[src/rtl/mem_bist_ctrl_if.sv]
// rtl/mem_bist_ctrl_if.sv - DataMemory port bundle between the BIST initiator and the memory
interface mem_bist_ctrl_if #(
    parameter int ADDR_W = 8,
    parameter int DATA_W = 8
);
    logic [ADDR_W-1:0] mem_address;
    logic [DATA_W-1:0] mem_write_data;
    logic              mem_read_write;
    logic [DATA_W-1:0] mem_read_data;

    modport master (
        output mem_address,
        output mem_write_data,
        output mem_read_write,
        input  mem_read_data
    );

    modport slave (
        input  mem_address,
        input  mem_write_data,
        input  mem_read_write,
        output mem_read_data
    );
endinterface

[src/rtl/mem_bist_ctrl.sv]
// rtl/mem_bist_ctrl.sv - memory BIST initiator: incrementing-pattern write pass then read/compare pass
module mem_bist_ctrl #(
    parameter int ADDR_W = 8,
    parameter int DATA_W = 8
) (
    input  logic                 clk,
    input  logic                 rst,
    input  logic                 start,
    input  logic [ADDR_W-1:0]    base_addr,
    input  logic [ADDR_W-1:0]    count,
    input  logic [DATA_W-1:0]    seed,
    mem_bist_ctrl_if.master      mem,
    output logic                 busy,
    output logic                 done,
    output logic                 pass,
    output logic [7:0]           err_count,
    output logic [ADDR_W-1:0]    fail_addr,
    output logic [DATA_W-1:0]    fail_expected,
    output logic [DATA_W-1:0]    fail_actual
);
    localparam logic [ADDR_W-1:0] ADDR_ONE = ADDR_W'(1);
    localparam logic [7:0]        ERR_ONE  = 8'd1;
    localparam logic [7:0]        ERR_MAX  = 8'hFF;

    typedef enum logic [1:0] {IDLE, WRITE, READ, DONE} state_t;

    state_t            state;
    state_t            state_next;
    logic [ADDR_W-1:0] idx;
    logic [ADDR_W-1:0] base_q;
    logic [ADDR_W-1:0] count_q;
    logic [DATA_W-1:0] seed_q;
    logic [DATA_W-1:0] pattern;
    logic              last;
    logic              mismatch;
    logic [7:0]        err_next;

    assign last     = (idx == count_q - ADDR_ONE);
    assign pattern  = seed_q + DATA_W'(idx);
    assign mismatch = (state == READ) && (mem.mem_read_data != pattern);
    assign err_next = (mismatch && err_count != ERR_MAX) ? err_count + ERR_ONE : err_count;

    always_ff @(posedge clk or posedge rst) begin
        if (rst) begin
            state <= IDLE;
        end else begin
            state <= state_next;
        end
    end

    // Memory-side outputs decode only registered state, so reset drops a write immediately.
    always_comb begin
        state_next          = state;
        busy                = 1'b1;
        done                = 1'b0;
        mem.mem_read_write  = 1'b0;
        mem.mem_address     = '0;
        mem.mem_write_data  = '0;
        case (state)
            IDLE: begin
                busy = 1'b0;
                if (start) begin
                    state_next = (count == '0) ? DONE : WRITE;
                end
            end
            WRITE: begin
                mem.mem_read_write = 1'b1;
                mem.mem_address    = base_q + idx;
                mem.mem_write_data = pattern;
                if (last) begin
                    state_next = READ;
                end
            end
            READ: begin
                mem.mem_address = base_q + idx;
                if (last) begin
                    state_next = DONE;
                end
            end
            DONE: begin
                done       = 1'b1;
                state_next = IDLE;
            end
            default: state_next = IDLE;
        endcase
    end

    always_ff @(posedge clk or posedge rst) begin
        if (rst) begin
            idx           <= '0;
            base_q        <= '0;
            count_q       <= '0;
            seed_q        <= '0;
            err_count     <= '0;
            pass          <= 1'b0;
            fail_addr     <= '0;
            fail_expected <= '0;
            fail_actual   <= '0;
        end else begin
            case (state)
                IDLE: begin
                    if (start) begin
                        base_q        <= base_addr;
                        count_q       <= count;
                        seed_q        <= seed;
                        idx           <= '0;
                        err_count     <= '0;
                        pass          <= (count == '0);
                        fail_addr     <= '0;
                        fail_expected <= '0;
                        fail_actual   <= '0;
                    end
                end
                WRITE: begin
                    idx <= last ? '0 : idx + ADDR_ONE;
                end
                READ: begin
                    idx       <= last ? '0 : idx + ADDR_ONE;
                    err_count <= err_next;
                    // err_count still zero means this is the first mismatch of the run.
                    if (mismatch && err_count == '0) begin
                        fail_addr     <= base_q + idx;
                        fail_expected <= pattern;
                        fail_actual   <= mem.mem_read_data;
                    end
                    if (last) begin
                        pass <= (err_next == '0);
                    end
                end
                default: ;
            endcase
        end
    end
endmodule

[src/flat_wrapper.sv]
// flat-port wrapper written by rule: the top's interface ports become plain ports
module mem_bist_ctrl_flat 
#(
    parameter int ADDR_W = 8,
    parameter int DATA_W = 8
)
  (clk, rst, start, base_addr, count, seed, busy, done, pass, err_count, fail_addr, fail_expected, fail_actual, mem_mem_address, mem_mem_write_data, mem_mem_read_write, mem_mem_read_data);
  mem_bist_ctrl_if #(.ADDR_W(ADDR_W), .DATA_W(DATA_W)) mem_i ();
  input  logic clk;
  input  logic rst;
  input  logic start;
  input  logic [ADDR_W-1:0] base_addr;
  input  logic [ADDR_W-1:0] count;
  input  logic [DATA_W-1:0] seed;
  output logic busy;
  output logic done;
  output logic pass;
  output logic [7:0] err_count;
  output logic [ADDR_W-1:0] fail_addr;
  output logic [DATA_W-1:0] fail_expected;
  output logic [DATA_W-1:0] fail_actual;
  output wire logic [$bits(mem_i.mem_address)-1:0] mem_mem_address;
  output wire logic [$bits(mem_i.mem_write_data)-1:0] mem_mem_write_data;
  output wire logic [$bits(mem_i.mem_read_write)-1:0] mem_mem_read_write;
  input wire logic [$bits(mem_i.mem_read_data)-1:0] mem_mem_read_data;
  assign mem_mem_address = mem_i.mem_address;
  assign mem_mem_write_data = mem_i.mem_write_data;
  assign mem_mem_read_write = mem_i.mem_read_write;
  assign mem_i.mem_read_data = mem_mem_read_data;
  mem_bist_ctrl #(.ADDR_W(ADDR_W), .DATA_W(DATA_W)) u_core (.clk(clk), .rst(rst), .start(start), .base_addr(base_addr), .count(count), .seed(seed), .mem(mem_i), .busy(busy), .done(done), .pass(pass), .err_count(err_count), .fail_addr(fail_addr), .fail_expected(fail_expected), .fail_actual(fail_actual));
endmodule
[config.mk]
export PLATFORM = sky130hd
export DESIGN_NAME = mem_bist_ctrl_flat
export DESIGN_NICKNAME = d
export VERILOG_FILES = /design/src/rtl/mem_bist_ctrl_if.sv /design/src/rtl/mem_bist_ctrl.sv /design/src/flat_wrapper.sv
export SDC_FILE = /design/constraint.sdc
export NUM_CORES = 1
export LEC_CHECK = 0
export ABC_AREA = 1
export BUFFER_PORTS_ARGS = -buffer_cell sky130_fd_sc_hd__clkbuf_2
export CELL_PAD_IN_SITES_DETAIL_PLACEMENT = 0
export CELL_PAD_IN_SITES_GLOBAL_PLACEMENT = 2
export CORE_MARGIN = 4
export CORE_UTILIZATION = 30
export DETAILED_ROUTE_END_ITERATION = 16
export PLACE_DENSITY_LB_ADDON = 0.1
export SLEW_MARGIN = 20
export SYNTH_ARGS = -nofsm -noshare
export SYNTH_HDL_FRONTEND = slang
export SYNTH_SLANG_ARGS = --single-unit
[constraint.sdc]
create_clock -name clk -period 3 [get_ports clk]
set_input_delay 0.6 -clock clk [delete_from_list [all_inputs] [get_ports clk]]
set_output_delay 0.6 -clock clk [all_outputs]
set_load 0.01 [all_outputs]
==> results of run 1 <==
## where the power goes
| group | switching (mW) | total, mW | internal [mW] |
|---|---|---|---|
| registers | 0.300 | 1.57 | 1.27 |
| clock network | 0.390 | 1.09 | 0.701 |
| logic | 1.95 | 3.17 | 1.22 |
| total | 2.64 | 5.83 | 3.20 |
## layout by cell type, fill, tap and decap left out, types with 2 or more instances in the layout
| cell | n |
|---|---|
| nand3_2 | 3 |
| clkbuf_2 | 86 |
| nor2_2 | 3 |
| inv_1 | 84 |
| a21oi_2 | 2 |
| nor2_1 | 32 |
| ha_1 | 21 |
| nor3_1 | 7 |
| inv_2 | 2 |
| clkbuf_8 | 3 |
| o21ai_0 | 22 |
| xor2_1 | 25 |
| a21oi_1 | 13 |
| xnor2_1 | 7 |
| nand2_1 | 138 |
| buf_12 | 2 |
| o21ai_1 | 2 |
| fa_1 | 2 |
| o32ai_1 | 2 |
| nor4_1 | 2 |
| clkbuf_16 | 9 |
| nand4_1 | 7 |
| and2_1 | 2 |
| buf_4 | 12 |
| nand2_2 | 4 |
| dfrtp_1 | 65 |
| nand3_1 | 40 |
| dfrtp_2 | 2 |
| o22ai_1 | 26 |
## cells in the mapped netlist (2+ instances only)
cell type / number / area [um^2]
nor2_1: 32 / 120.1
nand3_2: 3 / 30.03
nor4_1: 2 / 12.51
clkbuf_1: 4 / 15.01
o21ai_0: 23 / 115.1
nand2_2: 4 / 25.02
o22ai_1: 26 / 162.7
dfrtp_1: 67 / 1677
xnor2_1: 7 / 61.31
nor2_2: 3 / 18.77
inv_1: 85 / 319.1
a21oi_1: 14 / 70.07
o32ai_1: 2 / 17.52
ha_1: 23 / 287.8
nand3_1: 40 / 200.2
buf_2: 3 / 15.01
fa_1: 2 / 40.04
nor3_1: 7 / 35.03
and2_1: 2 / 12.51
xor2_1: 25 / 219.0
nand2_1: 138 / 518.0
nand4_1: 7 / 43.79
## worst max-delay path by stage
stage	start	to	slack, ns	depth (start not counted)
floorplan	u_core.idx[0]	u_core.fail_expected[2]	0.60	13
global placement	u_core.idx[2]	mem_mem_address[7]	0.33	10
detailed placement	u_core.idx[2]	mem_mem_address[7]	0.31	10
CTS	u_core.idx[1]	mem_mem_address[7]	0.05	10
global route	u_core.idx[0]	mem_mem_address[6]	0.002	10
finish	u_core.idx[0]	mem_mem_address[6]	0.15	10
## timing repair
action	4_1_cts	5_1_grt
hold buffers	0	0
pin swaps	0	1
endpoints found under the setup margin	1	2
gates resized for setup	3	2
buffers inserted	0	4
## logic make-up after synthesis
kind of cell	Yosys count
fa+ha+maj	25
flops	67
xor+xnor	32
compound gates	71
simple gates	242
buf+inv	96
## metal layers
metal  GRT usage  vias up  wire length (um)
met5           0        -                 0
met4     0.05676        0               198
met3     0.03028       11               510
met2      0.2287       86              5093
met1      0.2099     1742              5667
li1            -     1919                 -
## cell type report
type,instances,area share
multi-input combinational,370,0.4053
clock buffer,12,0.05139
clock inverter,2,0.006755
sequential,67,0.3238
tap,176,0.04246
inverter,86,0.06224
timing repair buffer,100,0.1081
## critical path, delay by kind of cell, from the launching register on
kind	cells	cell delay, ns
simple gates	5	0.36
fa+ha+maj	2	0.61
buf+inv	1	0.13
compound gates	1	0.16
xor+xnor	1	0.23
flops	1	0.43
## sequential cells by signal, indices dropped and copies added (netlist names)
register and cells:
u_core.base_q 8, u_core.count_q 8, u_core.err_count 8, u_core.fail_actual 8, u_core.fail_addr 8, u_core.fail_expected 8
u_core.idx 8, u_core.seed_q 8, u_core.state 2, u_core.pass 1
## through the flow
step	worst slack (ns)	cell area, um^2	power [mW]	hold WS (ns)
final	0.1468	5186	5.831	0.3303
after global routing	0.001895	5186	6.380	0.3553
after CTS	0.04640	5154	5.896	0.3378
after detailed placement	0.3064	4837	4.734	0.4742
after global placement	0.3340	4837	4.742	0.4764
after floorplan	0.6016	4135	3.683	0.4530
==> metrics.yaml, run 1 <==
setup_path:
  crit_chain: "ha_2 > fa_1 > nand3_1 > nand2_1 > nand2_1 > nand2_1 > a21oi_1 > xor2_1 > nor2_1 > clkbuf_2"
  start_kind: "flop"
  reg2reg_slack_ns: 0.34
  cp-end-kind: "output pin"
  crit_arrival_ns: 2.25
  cp_max_fo: 5
  cpMostUsedCell: "nand2_1"
  cp_slowest_cell: "dfrtp_1"
  cp.required_ns: 2.40
  critPathKind: "flop to output pin"
  max_stage_delay_ns: 0.43
  reg2reg_to: "u_core.pass"
  reg2reg_depth: 19
  reg2reg_from: "u_core.idx[0]"
global_routing:
  antenna_found_initial: 0
  grt_pass1_vias: 3638
  grt.overflow.total: 0
  grt_usage: 0.1499
  grt_pass1_wl_um: 18820
  grt_max_degree: 68
floorplan:
  fp.dieW_um: 125.4
  io_pins: 87
  die_area_um2: 15730
  rows: 42
  core_um2: 13350
  fp.dieH_um: 125.4
  start_util: 0.3098
routing:
  wl_per_cell_um: 14.11
  routed_wl_um: 11470
  ant_nets: 0
  viasPerCell: 4.622
  drcViolationCount: 0
  vias: 3758
  first_pass_iters: 5
  dr.first_iter.drc_count: 177
synthesis:
  syn_avg_cell_area_um2: 7.758
  synthMuxAreaShare: 0
  ys.flop_type: "dfrtp_1"
  yosysUniqueCellTypes: 36
  yosysSeqAreaShare: 0.4054
  ys_async_sr_fraction: 1.000
  synth-seq-cells: 67
  synth.net_count: 593
  synth_compound_area_frac: 0.09985
  yosys.area_share.simple: 0.2569
  netlist_area_um2: 4135
  synth_top_family_by_area: "simple AND/OR/NAND/NOR gates"
  synthCells: 533
  yosysWarnings: 0
  synth_enable_flop_cells: 0
  synth-adder-area-share: 0.07927
  synth_xor_area_frac: 0.06778
clock_network:
  h-tree-depth: 3
  clk_latency_ns: 0.33
  numCtsBuffers: 9
  cts_tree: "built"
  clock_path_buffers: 2
  clock-sinks: 67
  cts.clk_slew.worst_paths_ns: 0.05
  clockRootBuffer: "clkbuf_16"
power_and_ir_drop:
  power_density_nw_per_um2: 1124
  vdd_drop_max_mv: 0.3417
  leakagePower_nw: 2.818
final_layout:
  utilization: 0.3885
  seq_area_um2: 1679
  n_antenna_cell: 0
  area_delta_synth_final_pct: 25.42
  drive_above_1_share: 0.2119
  fill_cells: 1429
  multi_input_area_um2: 2102
  fin_nets: 694
  finalNonFillerCells: 813
run_status:
  status: "complete, no violations"
placement:
  port_buffers: 86
  place_congestion: 0.7894
  numPlacedInstances: 795
  post-dp-hpwl_um: 8668
sta:
  hold_violations: 0
  fmax_mhz: 350.5
  rsz0062_at_grt: "false"
  relSlewSlack: 0.6116
  setup_viol: 0
  fin_worst_skew_ns: 0.004359
  tightest_slew_ns: 0.5787
  finalSetupTns_ns: 0
  min_period_ns: 2.853
  min_period_over_period: 0.9511
  drv_slew: 0
min_path:
  hold_class: "input pin to asynchronous set/reset pin"
flow_run:
  drv_cap: 0
Power figures use the tool's default switching activity.
==> inputs of run 2 (changes only) <==
==> constraint.sdc (replaced) <==
create_clock -name clk -period 3 [get_ports clk]
set_input_delay 0.15 -clock clk [delete_from_list [all_inputs] [get_ports clk]]
set_output_delay 0.15 -clock clk [all_outputs]
set_load 0.01 [all_outputs]
==> metrics.yaml, run 2 (synthesis results as in run 1) <==
run_status:
  status: "complete, no violations"
setup_path:
  cpMostUsedCell: "nor2_1"
  start_kind: "flop"
  reg2reg_depth: 13
  reg2reg_from: "u_core.idx[0]"
  reg2reg_slack_ns: 0.26
  cp-end-kind: "flop"
  cp_max_fo: 9
  cp.required_ns: 3.23
  worst-path-stages: 13
  crit_arrival_ns: 2.97
  critPathKind: "flop to flop"
  cp-startpoint: "u_core.idx[0]"
  max_stage_delay_ns: 0.44
  reg2reg_to: "u_core.pass"
  path_delay_family: "simple AND/OR/NAND/NOR gates"
  path_buf_inv: 0
  crit_chain: "ha_1 > fa_2 > xnor2_1 > xor2_1 > nor2_1 > nand2_1 > nor2_2 > nand2_4 > nand3_4 > o21ai_0 > nor2_1 > nand3_1 > a21oi_2"
  cp_slowest_cell: "dfrtp_1"
final_layout:
  area_delta_synth_final_pct: 27.53
  fill_cells: 1430
  layout_common_cells: "nand2_1, clkbuf_2, inv_1, dfrtp_1, nand3_1"
  fin_nets: 700
  drive_above_1_share: 0.2031
  n_antenna_cell: 0
  layout_commonest_cell: "nand2_1"
global_routing:
  grt_pass1_wl_um: 19730
  grt_max_degree: 34
  grt_pass1_vias: 3789
  grt.overflow.total: 0
  antenna_found_initial: 0
  grt_usage: 0.1570
clock_network:
  cts_setup_buffers: 0
  clock-sinks: 67
  h-tree-depth: 3
  cts_tree: "built"
  numCtsBuffers: 9
  clockRootBuffer: "clkbuf_16"
  clk_latency_ns: 0.34
  cts.clk_slew.worst_paths_ns: 0.06
  clock_path_buffers: 2
sta:
  min_period_over_period: 0.9121
  rsz0062_at_grt: "false"
  drv_slew: 0
  finalSetupTns_ns: 0
  tightest_slew_ns: 0.7414
  hold_violations: 0
  min_period_ns: 2.736
  setup_viol: 0
  fmax_mhz: 365.4
  fin_worst_skew_ns: 0.005984
  holdWs_ns: 0.009689
  relSlewSlack: 0.5050
floorplan:
  io_pins: 87
  fp.dieH_um: 125.4
  core_um2: 13350
  rows: 42
  fp.dieW_um: 125.4
  start_util: 0.3098
  die_area_um2: 15730
routing:
  wl_per_cell_um: 14.37
  routed_wl_um: 11800
  dr.first_iter.drc_count: 266
  vias: 3825
  first_pass_iters: 5
  viasPerCell: 4.659
  drcViolationCount: 0
  ant_nets: 0
placement:
  place_congestion: 0.8056
  port_buffers: 86
  post-dp-hpwl_um: 9166
power_and_ir_drop:
  vdd_drop_max_mv: 0.3344
  power_density_nw_per_um2: 1133
  leakagePower_nw: 2.858
min_path:
  holdPathEnd: "u_core.seed_q[7]"
  hold_class: "input pin to flop"
  hold_start: "seed[7]"
  min_path_cells: 3
flow_run:
  drv_cap: 0
[run 2: tightest hold or removal path, stage by stage]
cell and delay (ns):
clkbuf_2 0.07, nand2_1 0.04, nand2_1 0.05
[run 2: through the flow]
stage | utilization | worst slack [ns] | total power, mW | instances | cell area [um^2]
after global routing | 0.3951 | 0.01804 | 6.542 | 821 | 5274
after floorplan | - | 0.6016 | 3.683 | 533 | 4135
after detailed placement | 0.3620 | 0.2319 | 4.765 | 796 | 4832
after CTS | 0.3949 | 0.2214 | 6.068 | 821 | 5271
final | 0.3951 | 0.2636 | 5.973 | 821 | 5274
after global placement | 0.3620 | 0.3141 | 4.767 | 796 | 4832
[run 2: routing by layer]
layer / vias to the layer above / GRT usage / wire (um)
met5: - / 0 / 0
met4: 0 / 0.05676 / 190
met3: 12 / 0.03582 / 548
met2: 76 / 0.2518 / 5577
met1: 1799 / 0.2083 / 5481
li1: 1938 / - / -
[run 2: worst max path at each step]
| stage | to | slack [ns] |
|---|---|---|
| 2_1_floorplan | u_core.fail_expected[2] | 0.60 |
| 3_3_place_gp | u_core.pass | 0.31 |
| 3_5_place_dp | u_core.pass | 0.23 |
| 4_1_cts | u_core.pass | 0.22 |
| 5_1_grt | u_core.pass | 0.02 |
| 6_report | u_core.pass | 0.26 |
[run 2: area by class of cell]
type / instances / area, um^2 / share of cell area
Tap cell: 176 / 220.2 / 0.04176
Sequential cell: 67 / 1677 / 0.3179
Clock buffer: 9 / 225.2 / 0.04270
Timing Repair Buffer: 106 / 615.6 / 0.1167
Inverter: 86 / 322.8 / 0.06121
Multi-Input combinational cell: 370 / 2090 / 0.3962
Clock inverter: 7 / 123.9 / 0.02349
[run 2: where the power goes]
group	internal, mW	switching (mW)
combinational	1.19	1.97
sequential	1.27	0.298
clock	0.819	0.428
[run 2: timing repair]
item / 4_1_cts / 5_1_grt
endpoints found under the setup margin: 0 / 1
hold buffers: 9 / 0
resized for setup: 0 / 1
endpoints found under the hold margin: 39 / 0
